**config.mk**
```make
export PLATFORM = sky130hd
export DESIGN_NAME = escalonador_processos
export DESIGN_NICKNAME = d
export VERILOG_FILES = /design/src/rtl/escalonador_processos.sv
export SDC_FILE = /design/constraint.sdc
export NUM_CORES = 1
export LEC_CHECK = 0
export ABC_AREA = 0
export BUFFER_PORTS_ARGS = -buffer_cell sky130_fd_sc_hd__clkbuf_2
export CAP_MARGIN = 20
export CORE_MARGIN = 2
export CORE_UTILIZATION = 59
export DETAILED_ROUTE_END_ITERATION = 8
export PLACE_DENSITY = 0.76
export RECOVER_POWER = 100
export SETUP_SLACK_MARGIN = 0.2
export SLEW_MARGIN = 20
export SYNTH_ARGS = -nofsm -noshare
export SYNTH_HDL_FRONTEND = slang
export SYNTH_SLANG_ARGS = --single-unit
```
**constraint.sdc**
```tcl
create_clock -name clock -period 2.45 [get_ports clock]
set_input_delay 0.735 -clock clock [delete_from_list [all_inputs] [get_ports clock]]
set_output_delay 0.735 -clock clock [all_outputs]
set_load 0.05 [all_outputs]
```
**src/rtl/escalonador_processos.sv**
```systemverilog
// escalonador_processos: round-robin context-switch controller.
// Saves the interrupted PC into a process table, picks the next ready process
// and issues its PC to the PC register. The OS loads entries via req/ack.
//
// Ports:
//   clock, reset (async, active-low)
//   troca_contexto, pc_processo_trocado, fimProcesso   : switch/finish events
//   carregar_req, carregar_pid, carregar_pc_in, carregar_ack : table load port
//   pc_novo, carregar_pc, processo_atual, sem_processo, ocupado : dispatch outputs
//   total_trocas (only with ESCALONADOR_CONTA_TROCAS_EN) : saturating dispatch count
//
// Optional feature macro: ESCALONADOR_CONTA_TROCAS_EN
module escalonador_processos #(
    parameter int unsigned          NUM_PROC = 4,
    parameter int unsigned          PC_WIDTH = 32,
    parameter logic [PC_WIDTH-1:0]  SO_PC    = '0
) (
    input  logic                          clock,
    input  logic                          reset,
    input  logic                          troca_contexto,
    input  logic [PC_WIDTH-1:0]           pc_processo_trocado,
    input  logic                          fimProcesso,
    input  logic                          carregar_req,
    input  logic [$clog2(NUM_PROC)-1:0]   carregar_pid,
    input  logic [PC_WIDTH-1:0]           carregar_pc_in,
    output logic                          carregar_ack,
    output logic [PC_WIDTH-1:0]           pc_novo,
    output logic                          carregar_pc,
    output logic [$clog2(NUM_PROC)-1:0]   processo_atual,
    output logic                          sem_processo,
    output logic                          ocupado
`ifdef ESCALONADOR_CONTA_TROCAS_EN
    ,
    output logic [31:0]                   total_trocas
`endif
);

    localparam int unsigned IDX_W = $clog2(NUM_PROC);

    typedef enum logic [1:0] {
        IDLE    = 2'd0,
        SALVA   = 2'd1,
        BUSCA   = 2'd2,
        CARREGA = 2'd3
    } estado_t;

    estado_t                estado_q, estado_d;
    logic                   troca_q, fim_q;
    logic                   eh_fim_q, eh_fim_d;
    logic [IDX_W-1:0]       idx_q, idx_d;
    logic [IDX_W-1:0]       cnt_q, cnt_d;
    logic [IDX_W-1:0]       sel_q, sel_d;
    logic                   achou_q, achou_d;
    logic [NUM_PROC-1:0]    valid_q, valid_d;
    logic [PC_WIDTH-1:0]    pc_tab_q [NUM_PROC];
    logic [PC_WIDTH-1:0]    pc_tab_d [NUM_PROC];
    logic [PC_WIDTH-1:0]    pc_novo_q, pc_novo_d;
    logic                   carregar_pc_q, carregar_pc_d;
    logic                   ack_q, ack_d;
    logic [IDX_W-1:0]       atual_q, atual_d;
    logic                   sem_q, sem_d;
    logic                   ocupado_q, ocupado_d;
`ifdef ESCALONADOR_CONTA_TROCAS_EN
    logic [31:0]            trocas_q, trocas_d;
`endif

    logic troca_sobe, fim_sobe, evento;

    // Rising-edge detection; held levels do not retrigger
    assign troca_sobe = troca_contexto & ~troca_q;
    assign fim_sobe   = fimProcesso & ~fim_q;
    assign evento     = troca_sobe | fim_sobe;

    // Next-state and table update logic
    always_comb begin
        estado_d      = estado_q;
        eh_fim_d      = eh_fim_q;
        idx_d         = idx_q;
        cnt_d         = cnt_q;
        sel_d         = sel_q;
        achou_d       = achou_q;
        valid_d       = valid_q;
        pc_tab_d      = pc_tab_q;
        pc_novo_d     = pc_novo_q;
        carregar_pc_d = 1'b0;
        ack_d         = 1'b0;
        atual_d       = atual_q;
        sem_d         = sem_q;
        ocupado_d     = ocupado_q;
`ifdef ESCALONADOR_CONTA_TROCAS_EN
        trocas_d      = trocas_q;
`endif

        case (estado_q)
            IDLE: begin
                if (evento) begin
                    // With the OS running there is no process to save or finish
                    if (!sem_q) begin
                        estado_d  = SALVA;
                        ocupado_d = 1'b1;
                        eh_fim_d  = fim_sobe;
                    end
                end else if (carregar_req) begin
                    valid_d[carregar_pid]  = 1'b1;
                    pc_tab_d[carregar_pid] = carregar_pc_in;
                    ack_d                  = 1'b1;
                    // Dispatch the new process immediately if only the OS was running
                    if (sem_q) begin
                        estado_d  = BUSCA;
                        idx_d     = carregar_pid;
                        cnt_d     = '0;
                        ocupado_d = 1'b1;
                    end
                end
            end
            SALVA: begin
                if (eh_fim_q) begin
                    valid_d[atual_q] = 1'b0;
                end else begin
                    pc_tab_d[atual_q] = pc_processo_trocado;
                end
                idx_d    = atual_q + IDX_W'(1);
                cnt_d    = '0;
                estado_d = BUSCA;
            end
            BUSCA: begin
                if (valid_q[idx_q]) begin
                    sel_d    = idx_q;
                    achou_d  = 1'b1;
                    estado_d = CARREGA;
                end else if (cnt_q == IDX_W'(NUM_PROC - 1)) begin
                    achou_d  = 1'b0;
                    estado_d = CARREGA;
                end else begin
                    idx_d = idx_q + IDX_W'(1);
                    cnt_d = cnt_q + IDX_W'(1);
                end
            end
            CARREGA: begin
                carregar_pc_d = 1'b1;
                ocupado_d     = 1'b0;
                estado_d      = IDLE;
                if (achou_q) begin
                    pc_novo_d = pc_tab_q[sel_q];
                    atual_d   = sel_q;
                    sem_d     = 1'b0;
`ifdef ESCALONADOR_CONTA_TROCAS_EN
                    if (trocas_q != 32'hFFFF_FFFF) begin
                        trocas_d = trocas_q + 32'd1;
                    end
`endif
                end else begin
                    pc_novo_d = SO_PC;
                    sem_d     = 1'b1;
                end
            end
            default: estado_d = IDLE;
        endcase
    end

    // State and table registers
    always_ff @(posedge clock or negedge reset) begin
        if (!reset) begin
            estado_q      <= IDLE;
            troca_q       <= 1'b0;
            fim_q         <= 1'b0;
            eh_fim_q      <= 1'b0;
            idx_q         <= '0;
            cnt_q         <= '0;
            sel_q         <= '0;
            achou_q       <= 1'b0;
            valid_q       <= '0;
            for (int i = 0; i < NUM_PROC; i++) begin
                pc_tab_q[i] <= '0;
            end
            pc_novo_q     <= SO_PC;
            carregar_pc_q <= 1'b0;
            ack_q         <= 1'b0;
            atual_q       <= '0;
            sem_q         <= 1'b1;
            ocupado_q     <= 1'b0;
`ifdef ESCALONADOR_CONTA_TROCAS_EN
            trocas_q      <= '0;
`endif
        end else begin
            estado_q      <= estado_d;
            troca_q       <= troca_contexto;
            fim_q         <= fimProcesso;
            eh_fim_q      <= eh_fim_d;
            idx_q         <= idx_d;
            cnt_q         <= cnt_d;
            sel_q         <= sel_d;
            achou_q       <= achou_d;
            valid_q       <= valid_d;
            pc_tab_q      <= pc_tab_d;
            pc_novo_q     <= pc_novo_d;
            carregar_pc_q <= carregar_pc_d;
            ack_q         <= ack_d;
            atual_q       <= atual_d;
            sem_q         <= sem_d;
            ocupado_q     <= ocupado_d;
`ifdef ESCALONADOR_CONTA_TROCAS_EN
            trocas_q      <= trocas_d;
`endif
        end
    end

    assign carregar_ack   = ack_q;
    assign pc_novo        = pc_novo_q;
    assign carregar_pc    = carregar_pc_q;
    assign processo_atual = atual_q;
    assign sem_processo   = sem_q;
    assign ocupado        = ocupado_q;
`ifdef ESCALONADOR_CONTA_TROCAS_EN
    assign total_trocas   = trocas_q;
`endif

endmodule

```
==> impl_metrics.csv <==
group,metric,value,unit
clocking,ctsRootBufferMaster,"clkbuf_16",
timing,slew_viol_final,0,
synthesis,synthArstFlopShare,1.00,
routing,via_per_inst,6.33,
synthesis,synthAdderAreaFrac,0.00759,
timing,finalCriticalPeriod,2280,ps
timing,slew_headroom,0.193,
critical_path,cp.arrival,1550,ps
clocking,clock_latency,440,ps
global_route,antenna_found_initial,0,
routing,post_drt_wl_per_cell,22.2,um
synthesis,syn_area,9890,sq um
critical_path,crit_chain,"clkbuf_1",
finish,nFillCells,1317,
timing,worst_slew_pin_slew,1210,ps
routing,finalWirelength,25400,um
min_path,hold_path_depth,1,
global_route,grt_overflow,0,
timing,fmax,438,MHz
timing,fin_crit_sh,0.931,
critical_path,endpoint_kind,"primary output",
synthesis,synth.largest_area_cell,"dfrtp_1",
timing,setup_viol,0,
timing,rsz0062_at_grt,"false",
synthesis,ys_ff_latch,182,
synthesis,synth_edf_count,0,
synthesis,synth-simple-area-share,0.0793,
global_route,grt_first_pass_wirelength,40000,um
global_route,grt_start_max_net_pins,75,
finish,seqCellArea,4560,sq um
clocking,ctsHoldBuffers,0,
clocking,post_cts_resized,0,
timing,finClkSkew,7.53,ps
synthesis,synth.area.top_cells,"dfrtp_1 (46%), mux2_4 (18%), o22ai_1 (8.2%)",
die,dieArea,17800,sq um
finish,antenna_cells,0,
synthesis,yosysWarnings,0,
synthesis,synthMuxAreaShare,0.278,
critical_path,crit_family,"flip-flops",
finish,fin_nets,993,
routing,dr.first_iter.drc_count,601,
power_and_ir_drop,p_per_area,1300,nW/um^2
die,core_area,16500,sq um
synthesis,ys.flop_type,"dfrtp_1",
timing,fin_ws,169,ps
clocking,numCtsBuffers,17,
die,io_pins,109,
place,place_ws,185,ps
synthesis,ys_types,40,
critical_path,cp_slowest_stage_delay,620,ps
finish,drive_above_1_share,0.232,
die,die_x,133,um
synthesis,synth_top_area_frac,0.458,
power_and_ir_drop,p_sw_frac,0.417,
routing,antenna_left,0,
synthesis,yosysSeqAreaShare,0.461,
synthesis,synth_xor_xnor_area_share,0,
synthesis,synth_compound_area_frac,0.121,
power_and_ir_drop,cellLeakagePower,5.06,nW
finish,multi_input_area,4480,sq um
clocking,ctsLongestPathBuffers,2,
power_and_ir_drop,p_switching,5.91,mW
power_and_ir_drop,pwr-share-clk,0.194,
routing,via_count,7247,
critical_path,path_max_fanout,10,
place,place_congestion,0.858,
finish,finish.utilization,0.664,
power_and_ir_drop,sequentialPowerShare,0.345,
place,port_buffers,108,
synthesis,syn_avg_cell_area,12.0,sq um
global_route,first_global_vias,7455,
die,start_util,0.601,
status,status,"complete, no violations",
routing,drc,0,
timing,hold_violations,0,
die,fp-row-count,47,
timing,finalSetupTns,0,ps
clocking,cts_max_level,4,
synthesis,synth_nets,901,
die,die_h,133,um
routing,first_pass_iters,5,
critical_path,criticalPathCategory,"flip-flop to primary output",
clocking,cts_sinks,182,
place,dp_hpwl,15500,um
critical_path,r2r_cells,8,
global_route,grtUsageTotal,0.291,
critical_path,crit_required,1710,ps
clocking,cts.clk_slew.worst_paths,60,ps
finish,area_delta_synth_final,10.5,%
synthesis,synth_top_family_by_area,"multiplexers",
clocking,cts_tree,"built",
min_path,hp-class,"input pin to flip-flop",
critical_path,cp.depth,1,
run,drv_cap,0,
clocking,post_cts.repair.setup_buffers,0,
synthesis,syn_inst,824,
critical_path,crit_path_top_delay_cell,"dfstp_2",
critical_path,cp-start-kind,"flip-flop",
critical_path,critPathBufInv,1,
power_and_ir_drop,pwr-share-comb,0.461,
power_and_ir_drop,ir_worst_vdd,0.000632,V
power_and_ir_drop,power.internal,8.27,mW
-- final timing paths --
path / startpoint / to / slack (ps)
setup / recovery: sem_processo / sem_processo / 170
hold / removal: troca_contexto / troca_q / 450
setup reg to reg: estado_q[0] / pc_tab_q[9] / 200
hold reg to reg: pc_tab_q[123] / pc_tab_q[123] / 490
max in group asynchronous: reset / pc_novo[15] / 500
min in group asynchronous: reset / pc_novo[5] / 550
-- power by group through the flow --
stage	Clock (mW)	Sequential, mW	Combinational [mW]
final	2.75	4.89	6.54
after detailed placement	0	4.91	7.03
after global placement	0	4.87	6.89
after floorplan	0	5.58	4.57
after CTS	2.77	4.89	7.07
after global routing	2.90	5.01	6.96
-- final cells by class --
type | instances | area share
inverters | 42 | 0.0144
flip-flops and latches | 182 | 0.417
well taps | 220 | 0.0252
clock inverters | 9 | 0.0120
repair buffers | 145 | 0.0804
multi-input cells | 528 | 0.410
clock buffers | 19 | 0.0405
-- stage by stage --
step / instances / power [mW] / area, sq um / hold slack, ps
2_1_floorplan: 824 / 10.2 / 9890 / 439
3_3_place_gp: 1116 / 11.8 / 10800 / 472
3_5_place_dp: 1116 / 11.9 / 10800 / 491
4_1_cts: 1144 / 14.7 / 11300 / 250
5_1_grt: 1145 / 14.9 / 10900 / 456
6_report: 1145 / 14.2 / 10900 / 451
-- per-layer routing --
| layer | track usage | part of all wire | wire (um) |
|---|---|---|---|
| met3 | 0.0529 | 0.061 | 1540 |
| met2 | 0.475 | 0.49 | 12400 |
| met4 | 0.107 | 0.018 | 469 |
| met1 | 0.393 | 0.43 | 10900 |
| met5 | 0 | 0 | 0 |
-- state kept, by name, indices dropped and copies added (netlist names), 2 cells and up --
register        count
processo_atual      2
pc_tab_q          128
pc_novo            32
valid_q             4
sel_q               2
idx_q               2
estado_q            2
cnt_q               2
-- cells in the mapped netlist (2+ instances only) --
master / count
nand2_4: 4
o22ai_1: 130
mux2i_1: 8
ha_1: 6
nor2_1: 9
buf_6: 12
nand2b_1: 39
or2_1: 2
mux4_2: 32
mux2_4: 120
nand3_1: 37
a21oi_1: 8
nand2_1: 49
nor2b_1: 4
buf_1: 4
mux2_2: 13
buf_2: 7
dfrtp_1: 181
inv_1: 42
clkbuf_1: 49
nand2b_2: 2
o21ai_0: 48
-- logic make-up after synthesis --
family,Yosys count
AOI/OAI and AO/OA,197
DFF,182
muxes,173
and+or+nand+nor,152
buffers and inverters,114
adders and majority gates,6
-- cell usage in the layout, fill, tap and decap left out, types with 5 or more instances in the layout --
cell type	instances
dfrtp_1	180
o22ai_1	130
mux2_1	88
clkbuf_2	70
nand2_1	51
o21ai_0	48
clkbuf_1	48
inv_1	42
nand2b_1	39
nand3_1	37
mux2_4	33
mux4_2	32
clkbuf_16	18
buf_4	16
mux2_2	12
nor2_1	9
a21oi_1	8
buf_12	8
mux2i_1	6
ha_1	5
Note: power is estimated with default switching activity, not from simulation.
